<file path="config.mk">
export PLATFORM = sky130hd
export DESIGN_NAME = inv_gate_unit
export DESIGN_NICKNAME = d
export VERILOG_FILES = /design/src/rtl/gates_pkg.sv /design/src/rtl/inv_gate_cell.sv /design/src/rtl/inv_gate_unit.sv
export SDC_FILE = /design/constraint.sdc
export NUM_CORES = 1
export LEC_CHECK = 0
export CORE_AREA = 5 5 42 44
export DETAILED_ROUTE_END_ITERATION = 10
export DIE_AREA = 0 0 47 49
export SLEW_MARGIN = 20
export SYNTH_ARGS = -nofsm -noshare
export SYNTH_HDL_FRONTEND = slang
export SYNTH_SLANG_ARGS = --single-unit
</file>
<file path="constraint.sdc">
create_clock -name clk -period 0.9 [get_ports clk]
set_clock_uncertainty 0.1 [all_clocks]
set_input_delay 0.135 -clock clk [delete_from_list [all_inputs] [get_ports clk]]
set_output_delay 0.135 -clock clk [all_outputs]
set_load 0.005 [all_outputs]
</file>
<file path="src/rtl/gates_pkg.sv">
// Shared constants for the gates library.
// Default operand width and reset value of result registers.
package gates_pkg;

   localparam int GATES_DEFAULT_WIDTH = 1;

   // Every result bit resets to this value.
   localparam logic GATES_RST_BIT = 1'b0;

   function automatic logic [63:0] gates_rst_vec();
      return {64{GATES_RST_BIT}};
   endfunction

endpackage

</file>
<file path="src/rtl/inv_gate_cell.sv">
// Combinational NOT/NAND/NOR cell.
// Pure dataflow, bitwise, no state.
module inv_gate_cell
   import gates_pkg::*;
#(
   parameter int WIDTH = GATES_DEFAULT_WIDTH
) (
   input  logic [WIDTH-1:0] a,
   input  logic [WIDTH-1:0] b,
   output logic [WIDTH-1:0] not_o,
   output logic [WIDTH-1:0] nand_o,
   output logic [WIDTH-1:0] nor_o
);

   assign not_o  = ~a;
   assign nand_o = ~(a & b);
   assign nor_o  = ~(a | b);

endmodule

</file>
<file path="src/rtl/inv_gate_unit.sv">
// Registered inverting-gate unit.
// One flop stage over inv_gate_cell with a valid flag.
module inv_gate_unit
   import gates_pkg::*;
#(
   parameter int WIDTH = GATES_DEFAULT_WIDTH
) (
   input  logic             clk,
   input  logic             rst,
   input  logic             in_valid,
   input  logic [WIDTH-1:0] a,
   input  logic [WIDTH-1:0] b,
   output logic             out_valid,
   output logic [WIDTH-1:0] not_o,
   output logic [WIDTH-1:0] nand_o,
   output logic [WIDTH-1:0] nor_o
);

   localparam logic [WIDTH-1:0] RST_VEC = {WIDTH{GATES_RST_BIT}};

   logic [WIDTH-1:0] not_c;
   logic [WIDTH-1:0] nand_c;
   logic [WIDTH-1:0] nor_c;

   inv_gate_cell #(
      .WIDTH(WIDTH)
   ) u_cell (
      .a     (a),
      .b     (b),
      .not_o (not_c),
      .nand_o(nand_c),
      .nor_o (nor_c)
   );

   // Results hold on idle cycles; only the valid flag drops.
   always_ff @(posedge clk) begin
      if (rst) begin
         out_valid <= 1'b0;
         not_o     <= RST_VEC;
         nand_o    <= RST_VEC;
         nor_o     <= RST_VEC;
      end else if (in_valid) begin
         out_valid <= 1'b1;
         not_o     <= not_c;
         nand_o    <= nand_c;
         nor_o     <= nor_c;
      end else begin
         out_valid <= 1'b0;
      end
   end

endmodule

</file>
==> flow_summary.yaml <==
status:
  status: "finished, final reports clean"
logic_synthesis:
  synth-seq-cells: 4
  synthCells: 12
  synth_most_common_cell: "dfxtp_1"
  avgSynthCellArea_sq_um: 11.16
  synth_largest_area_cell: "dfxtp_1"
  synth_edf_count: 0
  yosys.area.top_type_share_pct: 59.81
  syn_area_sq_um: 133.9
  yosysSeqAreaShare_pct: 59.81
  synthDistinctLibCells: 8
  synth_ff_type: "dfxtp_1"
  ys_warn_count: 0
  async_flop_share_pct: 0
  ys_top_cells_by_count: "4 x dfxtp_1, 2 x nor2_1"
  ys_top_cells_by_area: "dfxtp_1 60%, a21oi_2 6.5%, a311oi_1 6.5%"
  syn_nets: 17
worst_setup_path:
  worst-path-max-fanout: 2
  worstSetupPathType: "flip-flop to output pin"
  crit_path_top_delay_cell: "dfxtp_2"
  crit_family: "flip-flops"
  cp_data_arrival_time_ns: 0.66
  slowest_delay_ns: 0.31
  start_kind: "flip-flop"
  crit_path_end_kind: "output pin"
  path_buf_inv: 1
  path_cells: "buf_2"
  cp_data_required_time_ns: 0.66
layout:
  syn2layout_area_growth_pct: 115.0
  fillers: 169
  antenna_cells: 0
  drive_gt1_share_pct: 58.62
  layout.nets: 36
  design_area_sq_um: 287.8
  layoutNonFillerInstCount: 45
power:
  leakagePower_nw: 0.1319
  peakVddDrop_mv: 0.2410
  power.share.clock_pct: 45.3
  swShare_pct: 20.26
  intPower_w: 0.0003856
  seq_power_share_pct: 40.4
  power.total_w: 0.0004836
  power_density_nw_per_um2: 1681
  p_comb_share_pct: 14.3
  p_sw_w: 0.00009800
detailed_routing:
  drt_iter0_markers: 0
  via_per_inst: 3.511
  drc_errors: 0
  first_pass_iters: 1
  routed_wl_microns: 389
  final_antenna_net_count: 0
  wl_per_cell_microns: 8.644
  vias: 158
min_path:
  min_path_type: "input pin to flip-flop"
global_route:
  grt_pass1_vias: 158
  antenna_found_initial: 0
  grt_max_degree: 7
  grt_overflow: 0
  grt_usage_pct: 4.363
  grt_pass1_wl_microns: 558
floorplanning:
  dieArea_sq_um: 2303
  top_level_ports: 9
  core-area_sq_um: 1401
  dieHeight_microns: 49
  initial_core_util_pct: 9.554
  die_w_microns: 47
  rows: 14
timing:
  grt_setup_unrepaired: "true"
  period_share_pct: 99.14
  hold_viol: 0
  setup_viol: 0
  worst_pin_slew_ns: 0.1959
  post-route-min-period_ns: 0.8922
  fmax_ghz: 1.121
  layout_setup_ws_ns: 0.007769
  relSlewSlack_pct: 86.85
  maxSlewViolCount: 0
  hold_ws_ns: 0.2227
placement:
  dpl.cell_count: 41
  place_ws_ns: -0.3683
  place.gp.congestion: 0.5858
  dpl_cell_area_sq_um: 271.5
  dpl.hpwl_microns: 289.8
  numPortBuffers: 8
clock_tree:
  insertion_delay_ns: 0.23
  clk_path_buf_depth: 2
  cts_buffers: 3
  path_clk_slew_ns: 0.03
  clkSinkCount: 4
  cts_root_buf: "clkbuf_4"
  cts_hold_buffers: 0
  cts_tree: "yes"
  cts_max_level: 1
run:
  maxCapViolCount: 0
through the flow:
step           setup TNS [ns]  utilization, %
2_1_floorplan               0               -
3_3_place_gp           -1.585           19.38
3_5_place_dp           -1.541           19.38
4_1_cts              -0.01047           20.09
5_1_grt              -0.05665           20.54
6_report                    0           20.54
cells by family (layout without fill, tap and decap cells):
logic type / count (synthesis) / after routing / share of synthesized area [%]
AOI/OAI and AO/OA: 3 / 3 / 18.70
and+or+nand+nor: 5 / 5 / 21.50
buffers and inverters: 0 / 17 / 0
DFF: 4 / 4 / 59.82
tightest hold or removal path, stage by stage:
cell	delay [ns]
dlygate4sd2_1	0.22
buf_4	0.11
a211oi_1	0.05
power groups by stage:
stage | combinational [W] | sequential [W] | clock, W
2_1_floorplan | 0.0000122 | 0.000197 | 0
3_3_place_gp | 0.0000759 | 0.000196 | 0
3_5_place_dp | 0.0000759 | 0.000196 | 0
4_1_cts | 0.0000670 | 0.000194 | 0.000231
5_1_grt | 0.0000752 | 0.000196 | 0.000253
6_report | 0.0000691 | 0.000195 | 0.000219
routing by layer:
| layer | vias up | part of all wire (%) | global-route usage [%] |
|---|---|---|---|
| li1 | 79 | - | - |
| met3 | 5 | 25 | 4.797 |
| met4 | 0 | 9.3 | 8.295 |
| met2 | 11 | 35 | 4.072 |
| met1 | 63 | 30 | 2.851 |
| met5 | - | 0 | 0 |
flip-flops by register name, indices dropped and copies added (netlist names):
register / count
not_o: 1
nor_o: 1
out_valid: 1
nand_o: 1
layout by cell type (no fill, tap or decap):
master,instances
buf_2,3
a311oi_1,1
nand2b_1,1
dlygate4sd2_1,3
dfxtp_2,3
dfxtp_1,1
clkbuf_4,3
or3b_1,1
buf_6,1
buf_4,6
nor2_1,2
nor2b_1,1
a211oi_1,1
a21oi_2,1
clkdlybuf4s50_1,1
what timing repair did:
action | in CTS | in global routing
pin swaps | 1 | 0
hold endpoints to repair | 0 | 0
resized for setup | 22 | 1
setup endpoints to repair | 6 | 3
buffers inserted | 1 | 0
final cells by class:
type	instances	area [sq um]	area share [%]
sequential	4	83.83	29.13
multi-input combinational	8	53.80	18.70
clock buffer	3	22.52	7.826
tap	16	20.02	6.957
timing repair buffer	14	107.6	37.39
final timing paths:
check | from | to | slack (ns) | depth (start not counted)
setup / recovery | nor_o | nor_o | 0.008 | 1
hold / removal | a | not_o | 0.22 | 3
setup reg to reg | nand_o | nand_o | 0.07 | 3
hold reg to reg | nor_o | nor_o | 0.48 | 3
Note: power is estimated with default switching activity, not from simulation.
